<file path="src/rtl/filter_bank_serializer_pkg.sv">
// Shared definitions for the filter-bank serializer: sample/frame types,
// channel IDs, FSM states and channel-mask helpers.
package filt_pkg;

  localparam int DATA_W = 16;
  localparam int NUM_CH = 4;

  localparam logic [1:0] CH_LP = 2'd0;
  localparam logic [1:0] CH_HP = 2'd1;
  localparam logic [1:0] CH_BP = 2'd2;
  localparam logic [1:0] CH_MA = 2'd3;

  typedef logic signed [DATA_W-1:0] sample_t;
  typedef sample_t [NUM_CH-1:0] frame_t;

  typedef enum logic {
    IDLE = 1'b0,
    SEND = 1'b1
  } state_t;

  // Lowest enabled channel; 0 when no channel is enabled.
  function automatic logic [1:0] first_ch(input logic [3:0] mask);
    logic [1:0] ch;
    ch = 2'd0;
    for (int i = 3; i >= 0; i--) begin
      if (mask[i]) ch = 2'(i);
    end
    return ch;
  endfunction

  // Highest enabled channel; this beat carries out_last.
  function automatic logic [1:0] last_ch(input logic [3:0] mask);
    logic [1:0] ch;
    ch = 2'd0;
    for (int i = 0; i < 4; i++) begin
      if (mask[i]) ch = 2'(i);
    end
    return ch;
  endfunction

  // Next enabled channel above cur; stays at cur if none is left.
  function automatic logic [1:0] next_ch(input logic [3:0] mask, input logic [1:0] cur);
    logic [1:0] ch;
    ch = cur;
    for (int i = 3; i >= 0; i--) begin
      if (mask[i] && (i > int'(cur))) ch = 2'(i);
    end
    return ch;
  endfunction

endpackage

</file>
<file path="src/rtl/filter_bank_serializer_frame_fifo.sv">
// Synchronous frame FIFO. Push and pop may happen together even when full:
// the write lands in the slot being popped, which is only overwritten at the
// clock edge that retires it.
module filter_bank_serializer_frame_fifo #(
  parameter int WIDTH = 64,
  parameter int DEPTH = 2
) (
  input  logic                       clk,
  input  logic                       rst,
  input  logic                       push,
  input  logic                       pop,
  input  logic [WIDTH-1:0]           wdata,
  output logic [WIDTH-1:0]           head,
  output logic                       full,
  output logic                       empty,
  output logic [$clog2(DEPTH):0]     count
);

  localparam int AW = (DEPTH > 1) ? $clog2(DEPTH) : 1;
  localparam int CW = $clog2(DEPTH) + 1;

  logic [WIDTH-1:0] mem [DEPTH];
  logic [AW-1:0]    wr_ptr;
  logic [AW-1:0]    rd_ptr;
  logic [CW-1:0]    cnt;

  function automatic logic [AW-1:0] ptr_inc(input logic [AW-1:0] p);
    return (p == AW'(DEPTH - 1)) ? '0 : p + AW'(1);
  endfunction

  // Storage write; contents need no reset since empty masks them.
  always_ff @(posedge clk) begin
    if (push) mem[wr_ptr] <= wdata;
  end

  // Pointer and occupancy bookkeeping.
  always_ff @(posedge clk) begin
    if (rst) begin
      wr_ptr <= '0;
      rd_ptr <= '0;
      cnt    <= '0;
    end else begin
      if (push) wr_ptr <= ptr_inc(wr_ptr);
      if (pop)  rd_ptr <= ptr_inc(rd_ptr);
      case ({push, pop})
        2'b10:   cnt <= cnt + CW'(1);
        2'b01:   cnt <= cnt - CW'(1);
        default: cnt <= cnt;
      endcase
    end
  end

  assign head  = mem[rd_ptr];
  assign full  = (cnt == CW'(DEPTH));
  assign empty = (cnt == '0);
  assign count = cnt;

endmodule

</file>
<file path="src/rtl/filter_bank_serializer.sv">
// Filter-bank serializer: captures LP/HP/BP/MA results as one frame per
// sample strobe, buffers frames, and emits them one channel per beat.
// Optional FILTER_BANK_CHAN_MASK_EN adds chan_mask to skip channels.
//
// Output handshake: a beat transfers on a cycle where out_valid && out_ready;
// once out_valid rises, out_valid/out_data/out_chan/out_last hold until that
// transfer.
module filter_bank_serializer #(
  parameter int DATA_W      = 16,
  parameter int FRAME_DEPTH = 2,
  parameter int CNT_W       = 16
) (
  input  logic                     clk,
  input  logic                     rst,
  input  logic                     sample_valid,
  input  logic signed [DATA_W-1:0] lp_in,
  input  logic signed [DATA_W-1:0] hp_in,
  input  logic signed [DATA_W-1:0] bp_in,
  input  logic signed [DATA_W-1:0] ma_in,
`ifdef FILTER_BANK_CHAN_MASK_EN
  input  logic [3:0]               chan_mask,
`endif
  input  logic                     out_ready,
  output logic                     out_valid,
  output logic signed [DATA_W-1:0] out_data,
  output logic [1:0]               out_chan,
  output logic                     out_last,
  output logic                     overflow,
  output logic [CNT_W-1:0]         drop_count,
  output logic [CNT_W-1:0]         frame_count
);

  import filt_pkg::*;

  localparam int CW = $clog2(FRAME_DEPTH) + 1;

  logic [NUM_CH-1:0][DATA_W-1:0] wframe;
  logic [NUM_CH-1:0][DATA_W-1:0] hframe;
  logic          fifo_full;
  logic          fifo_empty;
  logic [CW-1:0] fifo_count;

  state_t     state;
  logic [1:0] idx;
  logic [3:0] mask_now;
  logic [3:0] mask_q;

  logic is_send;
  logic no_beats;
  logic valid_i;
  logic is_last;
  logic beat;
  logic fire_last;
  logic pop;
  logic accept;
  logic drop;
  logic more;
  logic start;

  assign wframe = {ma_in, bp_in, hp_in, lp_in};

  filter_bank_serializer_frame_fifo #(
    .WIDTH (NUM_CH * DATA_W),
    .DEPTH (FRAME_DEPTH)
  ) u_fifo (
    .clk   (clk),
    .rst   (rst),
    .push  (accept),
    .pop   (pop),
    .wdata (wframe),
    .head  (hframe),
    .full  (fifo_full),
    .empty (fifo_empty),
    .count (fifo_count)
  );

`ifdef FILTER_BANK_CHAN_MASK_EN
  assign mask_now = chan_mask;

  // Mask is latched as each frame's first beat is prepared.
  always_ff @(posedge clk) begin
    if (rst) mask_q <= '0;
    else if (start) mask_q <= chan_mask;
  end
`else
  assign mask_now = 4'hF;
  assign mask_q   = 4'hF;
`endif

  assign is_send   = (state == SEND);
  assign no_beats  = (mask_q == 4'b0000);
  assign valid_i   = is_send && !no_beats;
  assign is_last   = (idx == last_ch(mask_q));
  assign beat      = valid_i && out_ready;
  assign fire_last = beat && is_last;
  // A fully masked frame is retired in one cycle without any beat.
  assign pop       = fire_last || (is_send && no_beats);
  // A popping head frees its slot for a strobe in the same cycle.
  assign accept    = sample_valid && (!fifo_full || pop);
  assign drop      = sample_valid && !accept;
  // FIFO still holds a frame after this cycle's pop and push.
  assign more      = (fifo_count > CW'(1)) || accept;
  assign start     = ((state == IDLE) && (!fifo_empty || accept)) || (pop && more);

  // Serializer FSM: walks the head frame channel by channel.
  always_ff @(posedge clk) begin
    if (rst) begin
      state <= IDLE;
      idx   <= '0;
    end else begin
      case (state)
        IDLE: begin
          if (start) begin
            state <= SEND;
            idx   <= first_ch(mask_now);
          end
        end
        SEND: begin
          if (pop) begin
            if (more) begin
              idx <= first_ch(mask_now);
            end else begin
              state <= IDLE;
              idx   <= '0;
            end
          end else if (beat) begin
            idx <= next_ch(mask_q, idx);
          end
        end
        default: begin
          state <= IDLE;
          idx   <= '0;
        end
      endcase
    end
  end

  // Frame, drop and sticky overflow status.
  always_ff @(posedge clk) begin
    if (rst) begin
      overflow    <= 1'b0;
      drop_count  <= '0;
      frame_count <= '0;
    end else begin
      if (drop) begin
        overflow <= 1'b1;
        if (drop_count != '1) drop_count <= drop_count + CNT_W'(1);
      end
      if (fire_last) frame_count <= frame_count + CNT_W'(1);
    end
  end

  assign out_valid = valid_i;
  assign out_data  = valid_i ? hframe[idx] : '0;
  assign out_chan  = valid_i ? idx : 2'd0;
  assign out_last  = valid_i && is_last;

endmodule

</file>
<file path="config.mk">
export PLATFORM = sky130hd
export DESIGN_NAME = filter_bank_serializer
export DESIGN_NICKNAME = d
export VERILOG_FILES = /design/src/rtl/filter_bank_serializer_pkg.sv /design/src/rtl/filter_bank_serializer_frame_fifo.sv /design/src/rtl/filter_bank_serializer.sv
export SDC_FILE = /design/constraint.sdc
export NUM_CORES = 1
export LEC_CHECK = 0
export ABC_AREA = 1
export CORE_ASPECT_RATIO = 2
export CORE_MARGIN = 5
export CORE_UTILIZATION = 36
export DETAILED_ROUTE_END_ITERATION = 8
export PLACE_DENSITY = 0.71
export SLEW_MARGIN = 20
export SYNTH_ARGS = -nofsm -noshare
export SYNTH_HDL_FRONTEND = slang
export SYNTH_SLANG_ARGS = --single-unit
</file>
<file path="constraint.sdc">
create_clock -name clk -period 4.65 [get_ports clk]
set_clock_uncertainty 0.2 [all_clocks]
set_input_delay 0.6975 -clock clk [delete_from_list [all_inputs] [get_ports clk]]
set_output_delay 0.6975 -clock clk [all_outputs]
set_load 0.01 [all_outputs]
</file>
==> results.json, run 1 <==
{
  "status": "complete, no violations",
  "route.detailed.drc": 0,
  "yosysTopAreaCellShare": 0.5288,
  "relSlewSlack": 0.3505,
  "wl_per_cell_um": 16.58,
  "required_ps": 3750,
  "synth_top_family_by_area": "simple AND/OR/NAND/NOR gates",
  "criticalPathCategory": "flop to primary output",
  "viasPerCell": 4.901,
  "worst_pin_slew_ps": 973.0,
  "grt_pass1_wl_mm": 27.86,
  "ys_top_cells_by_area": "edfxtp_1 53%, dfxtp_1 11%, nor2_1 6.2%",
  "cts_setup_buffers": 0,
  "fp.dieW_um": 110.5,
  "reg2reg_from": "idx[1]$_SDFFE_PP0P_",
  "clk_pin_slew_ps": 60,
  "holdBufCountCts": 0,
  "arrival_ps": 2940,
  "cts_sinks": 169,
  "grt_usage": 0.1546,
  "worstPathMaxFanout": 21,
  "drv_slew": 0,
  "h-tree-depth": 4,
  "gp_congestion": 0.7949,
  "port_buffers": 120,
  "cts_made_buffers": 17,
  "fmax_ghz": 0.2608,
  "dr.pass1.iters": 4,
  "hold_depth": 1,
  "stdcell_area_um2": 9376,
  "drt_wl_total_mm": 17.97,
  "min_from": "u_fifo.rd_ptr$_SDFFE_PP0P_",
  "core-area_um2": 19910,
  "r2r_end": "u_fifo.mem[1][41]$_DFFE_PP_",
  "cp-end-kind": "primary output",
  "yosys.cell_types.count": 36,
  "synth_cells": 691,
  "synth_area_um2": 7268,
  "grt_overflow": 0,
  "rows": 73,
  "first_iter_violations": 232,
  "p_leak_nw": 3.181,
  "async_reset_ff_frac": 0,
  "ant_nets": 0,
  "num-nets-final": 882,
  "dp_hpwl_mm": 12.33,
  "antenna_found_initial": 4,
  "setup_violations": 0,
  "reg2reg_depth": 5,
  "grt_max_degree": 65,
  "rsz0062_at_grt": "false",
  "cts.path.max_buffers": 2,
  "avgSynthCellArea_um2": 10.52,
  "syn_nets": 765,
  "root_buffer": "clkbuf_16",
  "final_core_util": 0.4709,
  "grt_pass1_vias": 5266,
  "ir_drop_v": 0.0002044,
  "synth_seq_cells": 169,
  "die_height_um": 210.9,
  "startpoint_type": "flop",
  "finalHoldViolations": 0,
  "r2r_slack_ps": 1840,
  "cts_resized": 0,
  "period_needed_ps": 3834,
  "synth_xor_area_frac": 0.01085,
  "start_util": 0.3650,
  "placed_cell_area_um2": 8725,
  "vias": 5313,
  "multiInputGateArea_um2": 2318,
  "timing.final.crit_share": 0.8245,
  "drive_above_1_share": 0.09622,
  "fin_hold_ws_ps": 250.6,
  "synthAdderAreaFrac": 0.01033,
  "power.density_nw_per_um2": 391.3,
  "yosys_warnings": 0,
  "fillers": 1874,
  "finalPower_mw": 3.669,
  "synth_mux_area_frac": 0,
  "synth_edf_count": 128,
  "hold_class": "flop to flop",
  "synth_top_area_cell": "edfxtp_1",
  "final-seq-area_um2": 4666,
  "tns_ps": 0,
  "worst_skew_pair.late_latency_ps": 430,
  "ios": 121,
  "cts_tree": "done",
  "synth_compound_area_frac": 0.1270,
  "max-cap-violations": 0,
  "syn_to_final_growth_pct": 29.01,
  "ys.flop_type": "edfxtp_1",
  "dieArea_um2": 23300,
  "synth_simple_gate_area_frac": 0.1687,
  "yosysSeqAreaShare": 0.6418
}
kinds of logic after synthesis:
logic type / count (synthesis)
buffers and inverters: 68
xor gates and xnor gates: 9
and+or+nand+nor: 277
AOI/OAI and AO/OA: 162
adders and majority gates: 6
DFF: 169
layout make-up:
| class | instances | share of cell area |
|---|---|---|
| Clock inverter | 13 | 0.02309 |
| Antenna cell | 1 | 0.0002669 |
| Clock buffer | 19 | 0.04617 |
| Sequential cell | 169 | 0.4976 |
| Inverter | 39 | 0.01561 |
| Timing Repair Buffer | 127 | 0.1350 |
| Multi-Input combinational cell | 454 | 0.2473 |
| Tap cell | 262 | 0.03496 |
sequential cells by signal, indices dropped and copies added, names as in the netlist, named ones only:
signal,flops
drop_count,16
frame_count,16
idx,2
out_valid,1
overflow,1
u_fifo.count,2
u_fifo.mem,128
u_fifo.rd_ptr,1
u_fifo.wr_ptr,1
synthesized netlist by cell type (4+ instances only):
master    count
edfxtp_1    128
nor2_1      120
nand2_1     102
o21ai_0      85
dfxtp_1      41
inv_1        34
a21oi_1      24
o21a_1       17
nand3_1      16
a31oi_1      15
buf_2        12
nand2_2      12
clkbuf_1     11
nand4_1      11
a21oi_2      10
o21ai_1       8
ha_1          6
xor2_1        5
nor3_1        4
xnor2_1       4
per-stage QoR:
| stage | setup WS, ps | cells |
|---|---|---|
| finish | 816.2 | 1084 |
| floorplan | 194.5 | 691 |
| global placement | 1230 | 1051 |
| global route | 595.0 | 1083 |
| CTS | 715.3 | 1083 |
| detailed placement | 1191 | 1051 |
report_power, final:
group / leakage (nW) / internal (mW) / switching (mW)
clock: 0.310 / 0.961 / 0.587
combinational: 1.34 / 0.160 / 0.210
sequential: 1.53 / 1.72 / 0.0316
critical path, cell delays in order, from the launching register on:
cell             delay, ps
dfxtp_1                960
nor2_1                 140
inv_1                  560
nor2_1                  70
o21ai_0                100
a31oi_1                150
clkdlybuf4s50_1        530
how the worst max path moves through the flow:
stage,startpoint,to,slack (ps)
floorplan,out_ready,u_fifo.mem[1][0]$_DFFE_PP_,190
global placement,idx[1]$_SDFFE_PP0P_,out_data[9],1230
detailed placement,idx[1]$_SDFFE_PP0P_,out_data[9],1190
CTS,idx[1]$_SDFFE_PP0P_,out_data[9],720
global route,idx[1]$_SDFFE_PP0P_,out_data[8],600
finish,idx[1]$_SDFFE_PP0P_,out_data[9],820
cell usage in the layout, fill, tap and decap left out, types with 2 or more instances in the layout:
cell             count
edfxtp_1           128
clkdlybuf4s50_1    120
nor2_1             118
nand2_1            102
o21ai_0             85
dfxtp_1             40
inv_1               34
a21oi_1             24
o21a_1              17
clkbuf_16           17
nand3_1             16
a31oi_1             15
nand2_2             12
nand4_1             11
a21oi_2             10
o21ai_1              8
ha_1                 6
buf_4                6
nor2_4               5
xor2_1               5
bufinv_16            5
inv_2                4
nor3_1               4
xnor2_1              4
inv_6                3
nand2_4              2
o22ai_1              2
nor2_2               2
clkbuf_1             2
clkinvlp_4           2
per-layer routing:
| layer | wire, um | global-route usage | up-vias |
|---|---|---|---|
| li1 | - | - | 2637 |
| met1 | 6428 | 0.1527 | 2516 |
| met2 | 10170 | 0.2957 | 128 |
| met3 | 956 | 0.04673 | 26 |
| met4 | 373 | 0.06420 | 6 |
| met5 | 41 | 0 | - |
Power figures use the tool's default switching activity.
==> inputs of run 2 (changes only) <==
--- a/config.mk
+++ b/config.mk
@@ -10,7 +10,7 @@
 export CORE_MARGIN = 5
 export CORE_UTILIZATION = 36
 export DETAILED_ROUTE_END_ITERATION = 8
-export PLACE_DENSITY = 0.71
+export PLACE_DENSITY = 0.69
 export SLEW_MARGIN = 20
 export SYNTH_ARGS = -nofsm -noshare
 export SYNTH_HDL_FRONTEND = slang
==> constraint.sdc (replaced) <==
create_clock -name clk -period 3.85 [get_ports clk]
set_clock_uncertainty 0.2 [all_clocks]
set_input_delay 0.5775 -clock clk [delete_from_list [all_inputs] [get_ports clk]]
set_output_delay 0.5775 -clock clk [all_outputs]
set_load 0.01 [all_outputs]
==> results.json, run 2 (synthesis results as in run 1) <==
{
  "worst_skew_pair.late_latency_ps": 420,
  "grt_pass1_vias": 5364,
  "ios": 121,
  "finalHoldViolations": 0,
  "gp_congestion": 0.7832,
  "cts.path.max_buffers": 2,
  "power.density_nw_per_um2": 443.2,
  "vias": 5338,
  "port_buffers": 120,
  "worstPathMaxFanout": 44,
  "die_height_um": 210.9,
  "viasPerCell": 4.915,
  "arrival_ps": 2660,
  "setup_violations": 0,
  "fillers": 1910,
  "grt_busiest_layer": "met2",
  "final_common_cell": "edfxtp_1",
  "tns_ps": 0,
  "wl_per_cell_um": 16.63,
  "stdcell_area_um2": 9315,
  "dr.pass1.iters": 5,
  "power_frac_seq": 0.510,
  "cp.depth": 7,
  "relSlewSlack": 0.6437,
  "cp-end-kind": "primary output",
  "startpoint_type": "flop",
  "holdBufCountCts": 0,
  "cts_setup_buffers": 0,
  "num-nets-final": 885,
  "grt_util_met3": 0.03670,
  "critPathTopFamily": "buffers and inverters",
  "core-area_um2": 19910,
  "hold_class": "flop to flop",
  "crit_buf_inv": 3,
  "reg_top3": "u_fifo.mem x128, drop_count x16, frame_count x16",
  "dp_slack_ps": 859.9,
  "regMostFlops": "u_fifo.mem",
  "required_ps": 3070,
  "finalWorstSetupSlack_ps": 414.1,
  "clk_pin_slew_ps": 60,
  "p_leak_nw": 3.156,
  "rows": 73,
  "route.detailed.drc": 0,
  "start_util": 0.3650,
  "drt_wl_total_mm": 18.06,
  "timing.final.crit_share": 0.8925,
  "first_iter_violations": 302,
  "pwr-share-clk": 0.377,
  "power_frac_comb": 0.113,
  "cts_made_buffers": 17,
  "path_cells": "inv_2 > buf_12 > nor2_1 > o21ai_0 > nand2_1 > a31oi_1 > clkdlybuf4s50_1",
  "grtUsageMet2": 0.2997,
  "ir_drop_v": 0.0002974,
  "ant_nets": 0,
  "swShare": 0.2464,
  "h-tree-depth": 4,
  "cts_tree": "done",
  "reg2reg_depth": 6,
  "internal_power_mw": 3.111,
  "placed_cell_area_um2": 8772,
  "grt_max_degree": 65,
  "status": "complete, no violations",
  "largest_reg_flops": 128,
  "hold_depth": 1,
  "slowest_delay_ps": 580,
  "period_needed_ps": 3436,
  "worst_pin_slew_ps": 533.2,
  "cts_sinks": 169,
  "p_switching_mw": 1.017,
  "root_buffer": "clkbuf_16",
  "drive_above_1_share": 0.1007,
  "criticalPathCategory": "flop to primary output",
  "syn_to_final_growth_pct": 28.16,
  "cts_resized": 0,
  "grt_util_met1": 0.1627,
  "grt_pass1_wl_mm": 28.60,
  "max-cap-violations": 0,
  "fmax_ghz": 0.2910,
  "antenna_found_initial": 2,
  "crit_slowest_cell": "clkdlybuf4s50_1",
  "drv_slew": 0,
  "dieArea_um2": 23300,
  "antenna_cells": 0,
  "final_core_util": 0.4678,
  "grt_overflow": 0,
  "dp_hpwl_mm": 12.69,
  "fp.dieW_um": 110.5,
  "rsz0062_at_grt": "false",
  "grt_usage": 0.1559,
  "final_cell_mix": "128 x edfxtp_1, 120 x clkdlybuf4s50_1, 118 x nor2_1, 102 x nand2_1, 85 x o21ai_0"
}
run 2: routing by layer:
layer  wire (um)  share of wire  up-vias
met4         297          0.016        4
met2       10230           0.57      133
met5          24         0.0013        -
li1            -              -     2632
met3         796          0.044       17
met1        6709           0.37     2552
run 2: layout make-up:
class	count	area [um^2]	share of cell area
inverter	39	146.4	0.01572
timing repair buffer	130	1314	0.1410
sequential	169	4666	0.5009
clock buffer	17	425.4	0.04567
multi-input combinational	454	2318	0.2489
clock inverter	15	117.6	0.01263
tap	262	327.8	0.03519
run 2: path summary, 6_finish.rpt:
| path | slack [ps] | start | end |
|---|---|---|---|
| setup / recovery | 410 | flop | out_data[10] |
| hold / removal | 250 | u_fifo.rd_ptr$_SDFFE_PP0P_ | u_fifo.rd_ptr$_SDFFE_PP0P_ |
| setup reg to reg | 1170 | idx[1]$_SDFFE_PP0P_ | u_fifo.mem[0][29]$_DFFE_PP_ |
| hold reg to reg | 250 | u_fifo.rd_ptr$_SDFFE_PP0P_ | u_fifo.rd_ptr$_SDFFE_PP0P_ |
run 2: metrics by stage:
| step | hold WS, ps | power, mW | cells |
|---|---|---|---|
| finish | 249.3 | 4.128 | 1086 |
| global route | 275.7 | 4.300 | 1086 |
| CTS | 252.5 | 4.185 | 1086 |
| detailed placement | 246.7 | 2.617 | 1054 |
| global placement | 237.0 | 2.605 | 1054 |
| floorplan | 225.5 | 2.388 | 691 |
run 2: power groups by stage:
stage | Clock (mW) | Combinational (mW) | Sequential, mW
2_1_floorplan | 0 | 0.247 | 2.14
3_3_place_gp | 0 | 0.462 | 2.14
3_5_place_dp | 0 | 0.471 | 2.15
4_1_cts | 1.61 | 0.472 | 2.11
5_1_grt | 1.67 | 0.515 | 2.11
6_report | 1.56 | 0.466 | 2.11
==> inputs of run 3 (changes only) <==
--- a/config.mk
+++ b/config.mk
@@ -7,7 +7,7 @@
 export LEC_CHECK = 0
 export ABC_AREA = 1
 export CORE_ASPECT_RATIO = 2
-export CORE_MARGIN = 5
+export CORE_MARGIN = 2
 export CORE_UTILIZATION = 36
 export DETAILED_ROUTE_END_ITERATION = 8
 export PLACE_DENSITY = 0.69
==> constraint.sdc (replaced) <==
create_clock -name clk -period 3.85 [get_ports clk]
set_clock_uncertainty 0.2 [all_clocks]
set_input_delay 1.155 -clock clk [delete_from_list [all_inputs] [get_ports clk]]
set_output_delay 1.155 -clock clk [all_outputs]
set_load 0.01 [all_outputs]
==> results.json, run 3 (synthesis results as in run 1) <==
{
  "status": "complete, no violations",
  "cts_sinks": 169,
  "drive_above_1_share": 0.1074,
  "num-nets-final": 890,
  "final_cell_mix": "128 x edfxtp_1, 120 x clkdlybuf4s50_1, 117 x nor2_1, 102 x nand2_1, 85 x o21ai_0",
  "worst_skew_pair.late_latency_ps": 420,
  "grt_overflow": 0,
  "hold_class": "flop to flop",
  "port_buffers": 120,
  "dr.pass1.iters": 7,
  "r2r_slack_ps": 1550,
  "slowest_delay_ps": 570,
  "power.density_nw_per_um2": 444.4,
  "wl_per_cell_um": 15.72,
  "grt_max_degree": 65,
  "clk_pin_slew_ps": 60,
  "grt_usage": 0.1658,
  "cts_tree": "done",
  "regMostFlops": "u_fifo.mem",
  "dp_hpwl_mm": 11.78,
  "cts.path.max_buffers": 2,
  "final_common_cell": "edfxtp_1",
  "stdcell_area_um2": 9423,
  "h-tree-depth": 4,
  "arrival_ps": 2350,
  "ant_nets": 0,
  "required_ps": 2490,
  "setup_violations": 0,
  "placed_cell_area_um2": 8785,
  "syn_to_final_growth_pct": 29.64,
  "hold_depth": 1,
  "root_buffer": "clkbuf_16",
  "worst_pin_slew_ps": 583.7,
  "grt_pass1_wl_mm": 27.46,
  "finalHoldViolations": 0,
  "core-area_um2": 19820,
  "fp.dieW_um": 104.5,
  "first_iter_violations": 243,
  "timing.final.crit_share": 0.9627,
  "dieArea_um2": 21410,
  "rsz0062_at_grt": "true",
  "relSlewSlack": 0.6104,
  "max-cap-violations": 0,
  "rows": 73,
  "grt_pass1_vias": 5242,
  "fmax_ghz": 0.2698,
  "fin_hold_ws_ps": 255.7,
  "die_height_um": 204.9,
  "cp-end-kind": "primary output",
  "ios": 121,
  "criticalPathCategory": "flop to primary output",
  "cts_made_buffers": 17,
  "drt_wl_total_mm": 17.17,
  "gp_congestion": 0.8237,
  "reg_top3": "u_fifo.mem x128, drop_count x16, frame_count x16",
  "start_util": 0.3667,
  "viasPerCell": 4.842,
  "p_leak_nw": 3.181,
  "route.detailed.drc": 0,
  "vias": 5287,
  "worstPathMaxFanout": 36,
  "reg2reg_depth": 6,
  "startpoint_type": "flop",
  "holdBufCountCts": 0,
  "ir_drop_v": 0.0003149,
  "largest_reg_flops": 128,
  "antenna_found_initial": 2,
  "path_cells": "clkinv_2 > buf_12 > nor2_1 > o21ai_0 > nand2_1 > a31oi_1 > clkdlybuf4s50_1",
  "period_needed_ps": 3706,
  "crit_slowest_cell": "clkdlybuf4s50_1",
  "drv_slew": 0
}
## run 3: routing by layer
layer,vias up,wire [um],global-route usage,share of wire
met3,27,784,0.03818,0.046
met1,2477,6562,0.1796,0.38
met4,2,437,0.07143,0.025
met2,133,9371,0.3058,0.55
met5,-,13,0,0.00076
li1,2648,-,-,-
## run 3: cell type report
class	count	area, um^2
Inverter	39	151.4
Fill cell	1823	10400
Tap cell	262	327.8
Antenna cell	1	2.502
Timing Repair Buffer	135	1396
Clock inverter	13	122.6
Sequential cell	169	4668
Clock buffer	19	432.9
Multi-Input combinational cell	454	2321
## run 3: where the power goes
part           internal, mW  total [mW]  switching, mW
logic                 0.222       0.481          0.259
clock network         0.896        1.60          0.702
registers              2.08        2.11         0.0333
## run 3: path summary, 6_finish.rpt
check / startpoint / endpoint
setup / recovery: flop / out_data[11]
hold / removal: u_fifo.rd_ptr$_SDFFE_PP0P_ / flop
setup reg to reg: idx[1]$_SDFFE_PP0P_ / u_fifo.mem[1][29]$_DFFE_PP_
hold reg to reg: u_fifo.rd_ptr$_SDFFE_PP0P_ / flop
## run 3: through the flow
step                worst slack (ps)  std cells  setup TNS [ps]  total power [mW]    util
floorplan                      14.48        691               0             2.388       -
global placement               361.4       1054               0             2.596  0.4432
detailed placement             328.8       1054               0             2.604  0.4432
CTS                            13.69       1091               0             4.235  0.4748
global route                  -34.05       1092          -67.24             4.361  0.4754
finish                         143.6       1092               0             4.188  0.4754
## run 3: what timing repair did
action                                  4_1_cts  5_1_grt
gates resized for setup                       2        5
setup buffers                                 5        0
pin swaps                                     1        0
endpoints found under the setup margin       11       15
## run 3: worst max-delay path, delay by kind of cell (launching register included)
family,cells,cell delay [ps]
compound gates,2,400
buf+inv,3,1000
flops,1,340
simple gates,2,170
